## config.mk

```make
export PLATFORM = sky130hd
export DESIGN_NAME = usb_rx_deframer
export DESIGN_NICKNAME = d
export VERILOG_FILES = /design/src/rtl/usb_pkg.sv /design/src/rtl/axis_reg_slice.sv /design/src/rtl/usb_rx_deframer.sv
export SDC_FILE = /design/constraint.sdc
export NUM_CORES = 1
export LEC_CHECK = 0
export CORE_MARGIN = 4
export CORE_UTILIZATION = 30
export DETAILED_ROUTE_END_ITERATION = 8
export GPL_TIMING_DRIVEN = 0
export MAX_ROUTING_LAYER = met4
export PLACE_DENSITY = 0.56
export SETUP_SLACK_MARGIN = 0.3
export SKIP_CTS_REPAIR_TIMING = 1
export SYNTH_ARGS = -nofsm -noshare
export SYNTH_HDL_FRONTEND = slang
export SYNTH_SLANG_ARGS = --single-unit
```

## constraint.sdc

```tcl
create_clock -name rx_clk -period 7.4 [get_ports rx_clk]
set_input_delay 1.11 -clock rx_clk [delete_from_list [all_inputs] [get_ports rx_clk]]
set_output_delay 1.11 -clock rx_clk [all_outputs]
set_load 0.01 [all_outputs]
```

## src/rtl/usb_pkg.sv

```systemverilog
// Shared definitions for the USB receive deframer: sync marker, error
// encodings, state encoding and a saturating counter helper.
package usb_pkg;

    localparam logic [15:0] SYNC_WORD_DEF = 16'hA55A;

    localparam logic [1:0] ERR_NONE = 2'b00;
    localparam logic [1:0] ERR_LEN  = 2'b01;
    localparam logic [1:0] ERR_SUM  = 2'b10;

    typedef enum logic [1:0] {
        ST_HUNT    = 2'd0,
        ST_PAYLOAD = 2'd1,
        ST_TRAILER = 2'd2
    } rx_state_e;

    // Increment that sticks at all-ones instead of wrapping.
    function automatic logic [15:0] sat_inc16(input logic [15:0] v);
        return (v == 16'hFFFF) ? v : v + 16'd1;
    endfunction

endpackage

```

## src/rtl/axis_reg_slice.sv

```systemverilog
// One-deep AXI-Stream register slice: the upstream sees ready whenever
// the single holding register is empty or is being drained this cycle.
module axis_reg_slice #(
    parameter int DW = 32
) (
    input  logic          clk_i,
    input  logic          rst_i,
    input  logic          in_valid_i,
    output logic          in_ready_o,
    input  logic [DW-1:0] in_data_i,
    input  logic          in_last_i,
    output logic          out_valid_o,
    input  logic          out_ready_i,
    output logic [DW-1:0] out_data_o,
    output logic          out_last_o
);

    logic          valid_q;
    logic          last_q;
    logic [DW-1:0] data_q;

    assign in_ready_o  = !valid_q || out_ready_i;
    assign out_valid_o = valid_q;
    assign out_data_o  = data_q;
    assign out_last_o  = last_q;

    // Load on an upstream handshake, otherwise empty once downstream takes the word.
    always_ff @(posedge clk_i or posedge rst_i) begin
        if (rst_i) begin
            valid_q <= 1'b0;
            last_q  <= 1'b0;
            data_q  <= '0;
        end else if (in_valid_i && in_ready_o) begin
            valid_q <= 1'b1;
            last_q  <= in_last_i;
            data_q  <= in_data_i;
        end else if (out_ready_i) begin
            valid_q <= 1'b0;
            last_q  <= 1'b0;
        end
    end

endmodule

```

## src/rtl/usb_rx_deframer.sv

```systemverilog
// Receive deframer: hunts for {SYNC_WORD, LEN} headers, forwards LEN
// payload words through a one-deep output slice, then checks the trailer
// against the running mod-2^32 sum. Only 4-byte words are supported.
module usb_rx_deframer
    import usb_pkg::*;
#(
    parameter int          TDATA_WIDTH = 4,
    parameter int          MAX_LEN     = 1024,
    parameter logic [15:0] SYNC_WORD   = SYNC_WORD_DEF
) (
    input  logic                     rx_clk,
    input  logic                     rst_glbl,
    input  logic                     s_axis_tvalid,
    output logic                     s_axis_tready,
    input  logic [8*TDATA_WIDTH-1:0] s_axis_tdata,
    input  logic [TDATA_WIDTH-1:0]   s_axis_tkeep,
    input  logic                     s_axis_tlast,
    output logic                     m_axis_tvalid,
    input  logic                     m_axis_tready,
    output logic [8*TDATA_WIDTH-1:0] m_axis_tdata,
    output logic [TDATA_WIDTH-1:0]   m_axis_tkeep,
    output logic [TDATA_WIDTH-1:0]   m_axis_tstrb,
    output logic                     m_axis_tlast,
    output logic                     frame_done,
    output logic                     frame_err,
    output logic [1:0]               err_code,
    output logic [15:0]              frame_cnt,
    output logic [15:0]              err_cnt
);

    localparam int          DW        = 8 * TDATA_WIDTH;
    localparam logic [16:0] MAX_LEN_W = 17'(MAX_LEN);

    rx_state_e     state_q;
    logic [15:0]   cnt_q;
    logic [DW-1:0] acc_q;
    logic          done_q;
    logic          err_q;
    logic [1:0]    code_q;
    logic [15:0]   frame_cnt_q, frame_cnt_d;
    logic [15:0]   err_cnt_q,   err_cnt_d;

    logic          slice_rdy;
    logic          accept;
    logic          hdr_sync;
    logic          len_ok;
    logic          sum_ok;
    logic          inc_frame;
    logic          inc_err;

    // Framing side-band on the input is not used; the header carries the length.
    logic unused_inputs;
    assign unused_inputs = &{1'b0, s_axis_tkeep, s_axis_tlast};

    // Payload waits on the output slice; header and trailer are always taken.
    assign s_axis_tready = !rst_glbl && ((state_q == ST_PAYLOAD) ? slice_rdy : 1'b1);
    assign accept        = s_axis_tvalid && s_axis_tready;

    assign hdr_sync  = (s_axis_tdata[31:16] == SYNC_WORD);
    assign len_ok    = (s_axis_tdata[15:0] != 16'd0) && ({1'b0, s_axis_tdata[15:0]} <= MAX_LEN_W);
    assign sum_ok    = (s_axis_tdata == acc_q);
    assign inc_frame = (state_q == ST_TRAILER) && accept && sum_ok;
    assign inc_err   = ((state_q == ST_HUNT) && accept && hdr_sync && !len_ok) ||
                       ((state_q == ST_TRAILER) && accept && !sum_ok);

    axis_reg_slice #(
        .DW(DW)
    ) u_out_slice (
        .clk_i       (rx_clk),
        .rst_i       (rst_glbl),
        .in_valid_i  ((state_q == ST_PAYLOAD) && s_axis_tvalid),
        .in_ready_o  (slice_rdy),
        .in_data_i   (s_axis_tdata),
        .in_last_i   (cnt_q == 16'd1),
        .out_valid_o (m_axis_tvalid),
        .out_ready_i (m_axis_tready),
        .out_data_o  (m_axis_tdata),
        .out_last_o  (m_axis_tlast)
    );

    assign m_axis_tkeep = {TDATA_WIDTH{m_axis_tvalid}};
    assign m_axis_tstrb = {TDATA_WIDTH{m_axis_tvalid}};

    // Frame state machine with word counter, checksum accumulator and status pulses.
    always_ff @(posedge rx_clk or posedge rst_glbl) begin
        if (rst_glbl) begin
            state_q <= ST_HUNT;
            cnt_q   <= 16'd0;
            acc_q   <= '0;
            done_q  <= 1'b0;
            err_q   <= 1'b0;
            code_q  <= ERR_NONE;
        end else begin
            done_q <= 1'b0;
            err_q  <= 1'b0;
            case (state_q)
                ST_HUNT: begin
                    if (accept && hdr_sync) begin
                        if (len_ok) begin
                            cnt_q   <= s_axis_tdata[15:0];
                            acc_q   <= '0;
                            state_q <= ST_PAYLOAD;
                        end else begin
                            err_q  <= 1'b1;
                            code_q <= ERR_LEN;
                        end
                    end
                end
                ST_PAYLOAD: begin
                    if (accept) begin
                        acc_q <= acc_q + s_axis_tdata;
                        cnt_q <= cnt_q - 16'd1;
                        if (cnt_q == 16'd1) begin
                            state_q <= ST_TRAILER;
                        end
                    end
                end
                ST_TRAILER: begin
                    if (accept) begin
                        if (sum_ok) begin
                            done_q <= 1'b1;
                        end else begin
                            err_q  <= 1'b1;
                            code_q <= ERR_SUM;
                        end
                        state_q <= ST_HUNT;
                    end
                end
                default: state_q <= ST_HUNT;
            endcase
        end
    end

    // Next values of the saturating good-frame and error counters.
    always_comb begin
        frame_cnt_d = inc_frame ? sat_inc16(frame_cnt_q) : frame_cnt_q;
        err_cnt_d   = inc_err   ? sat_inc16(err_cnt_q)   : err_cnt_q;
    end

    // Counter registers, updated on the same edge that raises the matching pulse.
    always_ff @(posedge rx_clk or posedge rst_glbl) begin
        if (rst_glbl) begin
            frame_cnt_q <= 16'd0;
            err_cnt_q   <= 16'd0;
        end else begin
            frame_cnt_q <= frame_cnt_d;
            err_cnt_q   <= err_cnt_d;
        end
    end

    assign frame_done = done_q;
    assign frame_err  = err_q;
    assign err_code   = code_q;
    assign frame_cnt  = frame_cnt_q;
    assign err_cnt    = err_cnt_q;

endmodule

```

; ---- After elaboration in Yosys (flattened, before gate mapping)
; Index checks and enable logic that the tools add are counted.
[classes]
addsub = 4
order_cmp = 1
eq_ne = 14
n_mux = 31
bitwise = 2
n_reduce_logical = 28
[op_table]
columns = cell, count
row1 = $mux 32, 3
row2 = $pmux 32 s2, 1
row3 = $eq 16x16->1 const B, 3
row4 = $mux 16, 3
row5 = $add 16x1->16 const B, 2
row6 = $add 32x32->32, 1
row7 = $eq 32x32->1, 1
row8 = $pmux 16 s2, 1
row9 = $mux 2, 9
row10 = $eq 16x1->1 const B, 1
row11 = $le 16x11->1 const B, 1
row12 = $reduce_bool 16->1, 1
row13 = $sub 16x1->16 const B, 1
row14 = $logic_and 1x1->1, 12
row15 = $mux 1, 11
row16 = $ne 2x2->1 const B, 5
row17 = $reduce_and 5->1, 2
row18 = $pmux 2 s3, 1
row19 = $reduce_bool 2->1, 3
row20 = $logic_not 1->1, 4
row21 = $ne 2x1->1 const B, 2
row22 = $pmux 2 s2, 1
row23 = $reduce_and 2->1, 2
row24 = $reduce_and 4->1, 1
row25 = other kinds (6), 8
[word_totals]
regBits = 120
input_bits = 41
output_inout_bits = 79
word_cells = 91

; ---- Depth between registers and ports, before layout
[logic_depth]
ltp_word = 10
mapped_depth = 12
mapped_depth_nobuf = 12

; ---- Cells and area by module
; A second synthesis with hierarchy kept.
[unflattened]
hier_cells = 742
hier_area_um2 = 7254.5
[by_module_without_submodules]
columns = mod, instances, cells_each, area_per_inst_um2, seq_area_each_um2
row1 = usb_rx_deframer, 1, 665, 5811.8, 2152.1
row2 = axis_reg_slice, 1, 77, 1442.6, 850.8

; ---- Worst setup path before layout
; OpenSTA, ideal clock, no wires.
[synth_timing]
kind = in2reg
from = in s_axis_tdata[18]
to = reg acc_q[31]
setup_time_ns = 0.080
arrival_ns = 3.323
required_time_ns = 7.320
path_slack_ns = 3.996
path_stages = 11
path_buffers = 1
cell_sequence = ha_1 > buf_6 > a21o_1 > o21bai_1 > a311oi_2 > a21o_2 > o21ai_4 > a2111oi_4 > nor3b_1 > or4b_4 > o211ai_2
[synth_via]
elab_chain_cells = 4
word_cells_on_any_way = 7
cone_classes = add/sub (1) / eq/ne (2) / mux (2) / reduce/logical (2)
[synth_lines]
columns = item, line
row1 = start: declaration, usb_rx_deframer.sv:15  ; input logic [8*TDATA_WIDTH-1:0] s_axis_tdata,
row2 = branches (longest 4 deep; another with $add 32x32->32), -
row3 = end signal: assignment, usb_rx_deframer.sv:111  ; acc_q <= acc_q + s_axis_tdata;
row4 = end: declaration, usb_rx_deframer.sv:36  ; logic [DW-1:0] acc_q;
; Parallel ways; which one is timed is not known. The select of a mux whose other input is x is not followed.
; A chain may end at the register's enable or synchronous reset.

; ---- Worst setup path in the final report
[layout_timing]
from = in s_axis_tdata[0]
to = reg acc_q[30]
[layout_via]
elab_chain_cells = 4
word_cells_on_any_way = 8
cone_classes = add/sub (1) / order compare (1) / eq/ne (1) / mux (2) / reduce/logical (3)
[layout_lines]
columns = item
row1 = branches (longest 4 deep; another with $add 32x32->32)
; Parallel ways; which one is timed is not known. The select of a mux whose other input is x is not followed.

==> summary.md <==
| Metric | Value |
|---|---|
| Synth Net Count | 777 |
| Vias per std cell | 5.020 |
| Netlist cell types | 68 |
| GRT overflow | 0 |
| Total die area | 25440 um^2 |
| Final instance area | 9001 um^2 |
| Reg clk slew, reported paths | 0.06 ns |
| EDFF count, synth | 0 |
| Crit Path Max Fanout | 6 |
| Worst slew pin tran | 0.8024 ns |
| Fmax | 244.1 MHz |
| WL per Instance | 16.44 um |
| I/O Pins | 120 |
| Critical-path cell list | clkdlybuf4s50_1 > ha_1 > inv_1 > fa_1 > nor2b_1 > o21a_1 > o21ai_1 > a31oi_1 > a31oi_2 > o21bai_1 > a311oi_1 > mux2i_1 > nand3_1 |
| DP Area | 8416 um^2 |
| Setup Skew | 0.009595 ns |
| Share of layout cells above drive strength 1 | 0.1157 |
| P_leak | 3.874 nW |
| Worst Hold Depth | 2 |
| Max-cap violation count | 0 |
| First-pass GRT wire length | 30.80 mm |
| Worst setup path class | in2reg |
| Top FF cell, synth | dfrtp_1 |
| Asr flop ratio synth | 1.000 |
| Cell count after placement | 1100 |
| Final nets | 911 |
| Num rows | 55 |
| CTS tree | built |
| FF-to-FF setup slack | 4.26 ns |
| Total CTS buffers | 17 |
| Remaining DRCs | 0 |
| CP arrival | 4.39 ns |
| Status | finished, final reports clean |
| Crit path capture type | flop |
| Post-layout util | 0.3976 |
| Post-DRT Antenna Nets | 0 |
| Die span in y | 159.5 um |
| Total number of vias | 5683 |
| Root Driver | clkbuf_16 |
| Minimum clock period | 4.096 ns |
| Largest net degree at the start of global routing | 72 |
| Sequential area share after synthesis | 0.4361 |
| Worst hold margin | 0.4822 ns |
| CP max stage delay | 0.59 ns |
| Mapped Cells | 700 |
| CP startpoint kind | input port |
| Initial Util | 0.3041 |
| Input/output buffers | 114 |
| WL final | 18.61 mm |
| RSZ-0062 raised after global routing | no |
| Sink Count | 120 |
| Initial antenna violation count | 0 |
| Worst path required time | 7.70 ns |
| Gpl congestion | 0.8456 |
| Die W | 159.5 um |
| Reg2reg path depth | 11 |
| Max-slew violations | 0 |
| Crit path max-delay cell type | clkdlybuf4s50_1 |
| Yosys reg bits | 120 |
| Cell area power density | 316.8 nW/um^2 |
| Clk buf depth | 2 |
| GRT Util Overall | 0.1534 |
| Number of global-route vias before repair | 5701 |
| Skew-Pair Late Insertion Delay | 0.42 ns |
| CTS H-tree lvls | 4 |
| Synth warnings | 0 |
| Final critical-path share of the clock period | 0.5535 |
| Synth-to-layout area growth | 30.73% |
| 1st-iter DRT viols | 299 |
| Headroom to the max-slew limit | 0.4631 |
| Fin. Hold Viols | 0 |
| Endpoints failing setup | 0 |
| DR pass1 iterations | 5 |
| Core area | 22640 um^2 |
| Area occupied by multi-input gates | 3656 um^2 |
| Cell area after synthesis | 6885 um^2 |
| Syn_area_per_cell | 9.836 um^2 |
| Sequential Area | 3003 um^2 |
| Non-Filler Instances | 1132 |
| Setup TNS | 0 ns |
| HP Class | reg2reg |
| Final HPWL DP | 13.95 mm |
| Diodes inserted | 0 |
| Worst vdd ir | 0.1448 mV |
| # fillers | 2225 |
-- through the flow --
step | power, mW | setup slack, ns
4_1_cts | 2.883 | 3.309
5_1_grt | 3.052 | 3.008
3_3_place_gp | 2.017 | 0.9511
6_report | 2.852 | 3.304
3_5_place_dp | 2.031 | 2.881
2_1_floorplan | 1.706 | 3.104
-- registers in the layout (all words and copies together) (netlist names) --
signal and flops:
frame_cnt 16, frame_err 1, state_q 2, u_out_slice.out_data_o 32, acc_q 32, frame_done 1
u_out_slice.out_last_o 1, err_code 2, cnt_q 16, u_out_slice.out_valid_o 1, err_cnt 16
-- report_power, final --
| group | internal, mW | switching, mW |
|---|---|---|
| clock network | 0.478 | 0.352 |
| logic | 0.517 | 0.615 |
| registers | 0.797 | 0.0920 |
| total | 1.79 | 1.06 |
-- metal layers --
| layer | wire length (um) | track usage | vias to the layer above |
|---|---|---|---|
| met5 | 0 | - | - |
| met4 | 215 | 0.03471 | 0 |
| met3 | 635 | 0.03210 | 11 |
| met2 | 9040 | 0.2541 | 119 |
| met1 | 8718 | 0.1939 | 2748 |
| li1 | - | - | 2805 |
-- area by class of cell --
type / instances / share of cell area
inverter: 15 / 0.006811
timing repair buffer: 115 / 0.1298
clock buffer: 17 / 0.04726
multi-input combinational: 533 / 0.4062
buffer: 32 / 0.01890
clock inverter: 15 / 0.01779
sequential: 120 / 0.3336
tap: 285 / 0.03962
-- worst max-delay path, delay by kind of cell --
family                     cells  cell delay, ns
AOI/OAI and AO/OA              6            1.55
adders and majority gates      2            0.62
buffers and inverters          2            0.66
muxes                          1            0.20
and+or+nand+nor                2            0.26
-- layout by cell type (no fill, tap or decap), types with 6 or more instances in the layout --
cell             count
o21ai_0             16
nand2_1             72
nand4_1             10
dfrtp_1            120
nor4_1              14
a21o_1              15
xor2_1              23
a211oi_1             6
and3_1              16
clkbuf_1            18
nor2_1              28
ha_1                35
inv_1               14
mux2_2              33
clkbuf_16           17
nor2b_1              8
a21oi_1             49
o21ai_1             48
nor3b_1              7
clkdlybuf4s50_1    114
nor3_1              19
and2_1               6
buf_4                8
xnor2_1             31
nand3_1             22
-- cell families (layout without fill, tap and decap cells) --
group	after synthesis	in the layout	share of synthesized area
and+or+nand+nor	228	228	0.1719
AOI/OAI and AO/OA	177	177	0.1623
DFF	120	120	0.4361
xor gates and xnor gates	54	54	0.06869
buffers and inverters	47	194	0.03289
muxes	38	38	0.06160
adders and majority gates	36	36	0.06651
-- cell usage after synthesis (2+ instances only) --
library cell / number / area share
mux2_2: 33 / 0.054
o211ai_1: 5 / 0.0055
a311oi_1: 2 / 0.0025
buf_2: 4 / 0.0029
nand3b_1: 2 / 0.0022
clkbuf_1: 18 / 0.0098
a31oi_1: 5 / 0.0045
a21oi_1: 49 / 0.036
a22o_1: 2 / 0.0025
a21o_1: 15 / 0.016
mux2i_1: 3 / 0.0044
ha_1: 35 / 0.064
nand2_1: 72 / 0.039
nand4_1: 10 / 0.0091
a21o_2: 2 / 0.0025
mux2_1: 2 / 0.0033
xnor2_1: 31 / 0.039
dfrtp_1: 120 / 0.44
nand2b_1: 4 / 0.0036
nor3b_1: 7 / 0.0076
and3_1: 16 / 0.015
buf_6: 2 / 0.0033
or3_1: 3 / 0.0027
o21ai_0: 16 / 0.012
o21a_1: 4 / 0.0044
xor2_1: 23 / 0.029
and2_1: 6 / 0.0055
o21bai_1: 5 / 0.0055
nor2_1: 28 / 0.015
a211oi_1: 6 / 0.0065
buf_4: 8 / 0.0087
nand3_1: 22 / 0.016
o21ai_1: 48 / 0.035
and4_1: 5 / 0.0064
nor2b_1: 8 / 0.0073
inv_1: 15 / 0.0082
o22ai_1: 2 / 0.0018
nor3_1: 19 / 0.014
nor4_1: 14 / 0.013
-- path summary, 6_finish.rpt --
check,endpoint,start
hold reg to reg,acc_q[30]$_DFFE_PP0P_,acc_q[30]$_DFFE_PP0P_
setup / recovery,acc_q[30]$_DFFE_PP0P_,s_axis_tdata[0]
hold / removal,acc_q[30]$_DFFE_PP0P_,acc_q[30]$_DFFE_PP0P_
setup reg to reg,frame_cnt[12]$_DFFE_PP0P_,acc_q[19]$_DFFE_PP0P_
max in group asynchronous,acc_q[14]$_DFFE_PP0P_,rst_glbl
min in group asynchronous,state_q[0]$_DFFE_PP0P_,rst_glbl
No activity file was read; power rests on OpenSTA's default activity.
